[src/rtl/id_ex_reg.sv]
// ---------------------------------------------------------------------------
// id_ex_reg
//
// Pipeline register between the decode (ID) and execute (EX) stages of a
// five-stage MIPS-style core.  Besides carrying the decoded instruction
// forward it detects the classic load-use hazard (a load in EX whose
// destination is read by the instruction in ID).  When that hazard is seen
// it inserts one bubble into EX and raises a combinational stall towards the
// PC and IF/ID registers.  It also keeps a saturating count of inserted
// bubbles.
//
// Ports
//   clk                     single clock, all state updates on rising edge
//   reset                   synchronous, active-low
//   hold                    global freeze, every register keeps its value
//   flush                   squash the ID instruction (EX receives a bubble)
//   id_valid                ID slot holds a real instruction
//   id_ctrl[15:0]           packed decode:
//                             {RegDst[15:14], MemToReg[13:12], ALUFun[11:6],
//                              RegWr[5], ALUSrc1[4], ALUSrc2[3], Sign[2],
//                              MemWr[1], MemRd[0]}
//   id_PC4/id_A/id_B/id_imm 32-bit PC+4, rs data, rt data, extended immediate
//   id_rs/id_rt/id_rd/id_shamt  5-bit register numbers and shift amount
//   ex_*                    registered copies of the id_* inputs
//   stall                   combinational load-use stall to PC and IF/ID
//   stall_cnt[15:0]         registered, saturating count of bubbles inserted
// ---------------------------------------------------------------------------
module id_ex_reg (
    input  logic        clk,
    input  logic        reset,
    input  logic        hold,
    input  logic        flush,
    input  logic        id_valid,
    input  logic [15:0] id_ctrl,
    input  logic [31:0] id_PC4,
    input  logic [31:0] id_A,
    input  logic [31:0] id_B,
    input  logic [31:0] id_imm,
    input  logic [4:0]  id_rs,
    input  logic [4:0]  id_rt,
    input  logic [4:0]  id_rd,
    input  logic [4:0]  id_shamt,
    output logic        ex_valid,
    output logic [15:0] ex_ctrl,
    output logic [31:0] ex_PC4,
    output logic [31:0] ex_A,
    output logic [31:0] ex_B,
    output logic [31:0] ex_imm,
    output logic [4:0]  ex_rs,
    output logic [4:0]  ex_rt,
    output logic [4:0]  ex_rd,
    output logic [4:0]  ex_shamt,
    output logic        stall,
    output logic [15:0] stall_cnt
);

    logic        hazard;
    logic        ex_is_load;
    logic        rt_nonzero;
    logic        src_match;
    logic [15:0] cnt_q;
    logic [15:0] cnt_inc;

    // Load-use detection.  The load in EX writes ex_rt; if the ID instruction
    // reads that register it must wait one cycle.  Register 0 is hardwired to
    // zero, so a load "into" $0 never creates a dependency.
    always_comb begin
        ex_is_load = ex_valid & ex_ctrl[0];
        rt_nonzero = (ex_rt != 5'd0);
        src_match  = (ex_rt == id_rs) | (ex_rt == id_rt);
        hazard     = ex_is_load & rt_nonzero & id_valid & src_match;
    end

    // A flush or a freeze makes the stall pointless: the ID instruction is
    // either being discarded or nothing is moving anyway.  This stays purely
    // combinational, even while reset is asserted.
    assign stall = hazard & ~flush & ~hold;

    // Saturating increment so a long run never wraps back to a small number.
    assign cnt_inc = (cnt_q == 16'hFFFF) ? cnt_q : cnt_q + 16'd1;

    assign stall_cnt = cnt_q;

    // Stage register.  Priority per edge: reset, hold, flush, hazard bubble,
    // normal load.  A bubble clears ex_ctrl, so the hazard disappears on the
    // following cycle and each load-use costs exactly one stall cycle.  On a
    // normal load of an invalid slot the control word is zeroed so that
    // RegWr/MemWr/MemRd cannot fire for a non-instruction.
    always_ff @(posedge clk) begin
        if (!reset) begin
            ex_valid <= 1'b0;
            ex_ctrl  <= 16'd0;
            ex_PC4   <= 32'd0;
            ex_A     <= 32'd0;
            ex_B     <= 32'd0;
            ex_imm   <= 32'd0;
            ex_rs    <= 5'd0;
            ex_rt    <= 5'd0;
            ex_rd    <= 5'd0;
            ex_shamt <= 5'd0;
            cnt_q    <= 16'd0;
        end else if (hold) begin
            ex_valid <= ex_valid;
            ex_ctrl  <= ex_ctrl;
            ex_PC4   <= ex_PC4;
            ex_A     <= ex_A;
            ex_B     <= ex_B;
            ex_imm   <= ex_imm;
            ex_rs    <= ex_rs;
            ex_rt    <= ex_rt;
            ex_rd    <= ex_rd;
            ex_shamt <= ex_shamt;
            cnt_q    <= cnt_q;
        end else if (flush || hazard) begin
            ex_valid <= 1'b0;
            ex_ctrl  <= 16'd0;
            ex_PC4   <= 32'd0;
            ex_A     <= 32'd0;
            ex_B     <= 32'd0;
            ex_imm   <= 32'd0;
            ex_rs    <= 5'd0;
            ex_rt    <= 5'd0;
            ex_rd    <= 5'd0;
            ex_shamt <= 5'd0;
            // Only a genuine load-use bubble is counted; a flush wins over a
            // simultaneous hazard and leaves the count alone.
            cnt_q    <= flush ? cnt_q : cnt_inc;
        end else begin
            ex_valid <= id_valid;
            ex_ctrl  <= id_valid ? id_ctrl : 16'd0;
            ex_PC4   <= id_PC4;
            ex_A     <= id_A;
            ex_B     <= id_B;
            ex_imm   <= id_imm;
            ex_rs    <= id_rs;
            ex_rt    <= id_rt;
            ex_rd    <= id_rd;
            ex_shamt <= id_shamt;
            cnt_q    <= cnt_q;
        end
    end

endmodule

[config.mk]
export PLATFORM = sky130hd
export DESIGN_NAME = id_ex_reg
export DESIGN_NICKNAME = d
export VERILOG_FILES = /design/src/rtl/id_ex_reg.sv
export SDC_FILE = /design/constraint.sdc
export NUM_CORES = 1
export LEC_CHECK = 0
export ABC_AREA = 1
export CAP_MARGIN = 15
export CORE_MARGIN = 5
export CORE_UTILIZATION = 41
export DETAILED_ROUTE_END_ITERATION = 16
export GPL_TIMING_DRIVEN = 0
export PLACE_DENSITY = 0.85
export SLEW_MARGIN = 20
export SYNTH_ARGS = -nofsm -noshare
export SYNTH_HDL_FRONTEND = slang
export SYNTH_SLANG_ARGS = --single-unit
[constraint.sdc]
create_clock -name clk -period 1.75 [get_ports clk]
set_input_delay 0.35 -clock clk [delete_from_list [all_inputs] [get_ports clk]]
set_output_delay 0.35 -clock clk [all_outputs]
set_load 0.1 [all_outputs]
==> After elaboration in Yosys (flattened, before gate mapping) <==
Index checks and enable logic that the tools add are counted.
{ "word_totals": {"out_inout_bits": 182, "input_bits": 169, "register_bits": 181} }
{ "op_classes": {"bitwise": 10, "eq_ne": 3, "n_addsub": 1, "reduce_logical": 3, "n_mux": 11} }
{ "op_table": {"columns": ["op", "count"], "rows": [
  ["two-way mux 32 bit", 4],
  ["two-way mux 16 bit", 2],
  ["two-way mux 5 bit", 4],
  ["adder 16 x 1 -> 16 bit (second input constant)", 1],
  ["equality test 16 bit (second input constant)", 1],
  ["equality test 5 bit", 2],
  ["bitwise AND 1 bit", 6],
  ["nonzero test 5 bit", 1],
  ["AND reduction 4 bit", 1],
  ["inverter 1 bit", 3],
  ["logical OR 1 bit", 1],
  ["two-way mux 1 bit", 1],
  ["bitwise OR 1 bit", 1]
]} }

==> Logic depth before layout (Yosys ltp) <==
{ "logic_depth": {"ltp_word": 6, "mapped_depth": 12, "depth_no_buf": 11} }

==> Worst setup path before layout <==
Ideal clock, no wire load.
{ "synth_path": {"kind": "reg2reg", "from": "register ex_rt[0]", "to": "register cnt_q[14], in the netlist stall_cnt[14]", "setup_ps": 119, "arrival_ps": 2484, "stages_incl_launch_ff": 13, "n_path_buf": 1, "slack_ps": -853, "required_ps": 1631, "path_cell_list": "dfxtp_1 inv_1 nand2_1 nand2_1 nor2_1 nand3_2 nand2_4 nand2_4 buf_6 nor2_4 nand3_1 nand2_1 nor2_1"} }
{ "synth_via": {"elab_chain_cells": 6, "elab_cells_between_ends": 9, "cone_classes": "eq/ne: 2; bitwise: 4; reduce/logical: 3"} }
{ "synth_lines": {"columns": ["element", "line_no", "rtl"], "rows": [
  ["start: declaration", "50", "output logic [4:0] ex_rt,"],
  ["start signal: assignment", "110", "ex_rt <= ex_rt;"],
  ["start signal: assignment", "136", "ex_rt <= id_rt;"],
  ["nonzero test 5 bit", "69", "rt_nonzero = (ex_rt != 5'd0);"],
  ["bitwise AND 1 bit (2 in series)", "71", "hazard = ex_is_load & rt_nonzero & id_valid & src_match;"],
  ["bitwise AND 1 bit *", "71", null],
  ["logical OR 1 bit *", "114", "end else if (flush || hazard) begin"],
  ["AND reduction 4 bit (no line) *", null, null],
  ["end signal: assignment", "113", "cnt_q <= cnt_q;"],
  ["end signal: assignment", "127", "cnt_q <= flush ? cnt_q : cnt_inc;"],
  ["end signal: assignment", "139", "cnt_q <= cnt_q;"],
  ["end: declaration", "61", "logic [15:0] cnt_q;"]
]} }
Mark *: on every way between the ends. The rest lies on a longest branch, timed or not.
A chain may end at the register's enable or synchronous reset.

==> Worst setup path after layout <==
{ "layout_path": {"from": "register ex_rt[1]", "to": "output stall"} }
{ "layout_via": {"elab_chain_cells": 6, "elab_cells_between_ends": 9, "cone_classes": "eq/ne: 2; bitwise: 6; reduce/logical: 1"} }
{ "layout_lines": {"columns": ["element", "line_no", "rtl"], "rows": [
  ["nonzero test 5 bit", "69", null],
  ["bitwise AND 1 bit (2 in series)", "71", null],
  ["bitwise AND 1 bit *", "71", null],
  ["bitwise AND 1 bit * (2 in series)", "77", "assign stall = hazard & ~flush & ~hold;"],
  ["end: declaration", "53", "output logic stall,"]
]} }
Marked as above.

==> impl_results.md <==
* Status: finished with violations
* Violated checks: negative setup slack
* CP endpoint kind: output pin
* Minimum clock period at 2140 ps
* Cell Rows at 48
* Fmax at 0.467 GHz
* Worst relative slew slack at 32.8%
* Core ar. at 17,200 um^2
* Clk_lat worst skew at 420 ps
* # hold bufs at CTS at 0
* IO Port Bufs at 348
* Routed wire length per instance at 17.4 um
* Data arrival, critical path at 1790 ps
* Mapped Cells at 933
* Fin util at 69.2%
* Drt first pass iters at 5
* Die area at 20,200 um^2
* Drt initial violations at 468
* Commonest cells after routing, fill and taps aside: nand2_1 (229), a21oi_1 (164), clkdlybuf4s15_2 (164), dfxtp_1 (158), clkdlybuf4s50_1 (158)
* Detailed placement HPWL at 20,300 um
* Yosys top cell by area: dfxtp_1
* Vias per cell at 5.10
* Worst Hold Margin at 297 ps
* Maxcap violations at 0
* Worst hold path class: in -> reg
* CTS clk-pin slew, worst paths at 70 ps
* Die Width at 142 um
* Syn avg cell area at 7.66 um^2
* Commonest non-fill, non-tap cell in the layout: nand2_1
* DRC violations left at 0
* Initial Utilization at 41.6%
* Ports at 351
* GR Overflow Total at 0
* Global-route wire length before repair at 40,000 um
* Synth top area share at 50.7%
* Warnings, synthesis at 0
* H-tree Lvls at 4
* CTS buffer count at 17
* Syn nets at 1,103
* Largest cells by area after synthesis: dfxtp_1 (51%), nand2_1 (12%), a21oi_1 (12%)
* Via Count at 7,897
* Distinct cells, synth at 28
* Kind of critical path: reg -> out
* Vias in the first global route at 7,413
* Power per Cell Area at 861 nW/um^2
* Layout area overhead at 66.2%
* GPL Wtd Cong at 0.927
* Pins Over Slew Limit at 0
* RSZ-0062 raised after global routing: true
* CTS tree: yes
* Share of layout cells above drive strength 1 at 23.8%
* Die Span Y at 142 um
* Sequential element share of the synthesized area at 50.7%
* Pin count of the biggest net entering global routing at 17
* Initial antenna violation count at 1
* CP Launch Type: flop
* Register area at 3680 um^2
* Clock sink count at 181
* Footprint of the multi-input gates at 3040 um^2
* Clk root buf: clkbuf_16
* #FFs+latches synth at 181
* Slack of the critical path at -389 ps
* Period utilisation layout at 122%
* P_leak at 4.34 nW
* Final setup fails at 2
* Worst EP required at 1400 ps
* GRT Util Overall at 25.1%
* Max Fanout on Critical Path at 5
* Clock skew at 11.8 ps
* Fill cells at 1,401
* Worst IR Drop VDD at 0.632 mV
* CTS Buffer Depth at 2
* Worst-Margin Slew at 1010 ps
* Syn Std Cell Area at 7150 um^2
* Final net count at 1,479
* Final wirelength at 27,000 um
* Antenna-violating nets left at 0
* Final hold vios at 0
## where the power goes
part / internal (W) / leakage (nW) / switching [W] / total [W]
clock network: 0.00212 / 0.282 / 0.00164 / 0.00376
registers: 0.00424 / 1.49 / 0.0000795 / 0.00432
logic: 0.000657 / 2.57 / 0.00149 / 0.00214
## metal layers
layer / track usage [%] / vias up / routed length [um]
met3: 7.19 / 57 / 1970
met1: 29.4 / 3653 / 10700
li1: - / 3882 / -
met4: 10.3 / 0 / 874
met2: 43.2 / 305 / 13400
met5: 0 / - / 0
## critical path, cell delays in order (launching register included)
cell	delay (ps)
dfxtp_4	370
inv_2	50
nand2_1	50
nand2_1	60
nor2_2	120
nand3_2	110
nand2_4	110
nand2_4	60
buf_12	120
nor2_4	120
buf_12	180
## per-stage QoR
stage	worst slack [ps]	total power (W)	instances	instance area, um^2	setup TNS (ps)
2_1_floorplan	-325	0.00577	933	7210	-633
3_3_place_gp	-1500	0.00657	1506	11000	-127340
3_5_place_dp	-1530	0.00659	1506	11000	-124760
4_1_cts	-369	0.0103	1541	11800	-1130
5_1_grt	-485	0.0106	1547	11900	-1050
6_report	-389	0.0102	1547	11900	-678
## worst paths after layout
| kind | startpoint | endpoint | slack [ps] | cells after the start |
|---|---|---|---|---|
| worst max register to register | ex_rt[1] | ex_A[11] | 60 | 12 |
| worst min-delay path | reset | stall_cnt[1] | 300 | 3 |
| worst min register to register | ex_imm[27] | ex_imm[27] | 460 | 2 |
| worst max-delay path | ex_rt[1] | stall | -390 | 10 |
## final cells by class
type / count / share of cell area [%]
timing repair buffer: 357 / 31.2
sequential: 181 / 31.0
multi-input combinational: 646 / 25.6
clock buffer: 21 / 4.05
buffer: 77 / 4.02
tap: 225 / 2.37
inverter: 29 / 0.916
clock inverter: 10 / 0.779
antenna: 1 / 0.0211
## state kept, by name (all words and copies together), names as in the netlist
register / cells
ex_rd: 5
ex_A: 32
ex_imm: 32
ex_rs: 5
ex_rt: 5
stall_cnt: 16
ex_valid: 1
ex_shamt: 5
ex_ctrl: 16
ex_PC4: 32
ex_B: 32
## cell families after synthesis
group                    share of synthesized area, %
AND/OR/NAND/NOR                                  29.1
buffers and inverters                            7.26
AO/OA/AOI/OAI                                    12.4
XOR/XNOR                                        0.368
flip-flops                                       50.7
adder cells (fa/ha/maj)                         0.175
## synthesized netlist by cell type (all sizes together)
cell and instances:
buf 31, o21ai 4, clkbuf 46, nand4 27
xnor2 2, nor2 53, a21oi 167, nand3b 1
dfxtp 181, xor2 1, inv 29, nand3 156
o2111ai 1, nand2 231, ha 1, o21bai 2
## what timing repair did
| action | 4_1_cts | 5_1_grt |
|---|---|---|
| setup buffers | 4 | 6 |
| hold endpoints to repair | 0 | 0 |
| setup endpoints to repair | 334 | 184 |
| pin swaps | 5 | 9 |
| resized for setup | 575 | 55 |
Note: power is estimated with default switching activity, not from simulation.
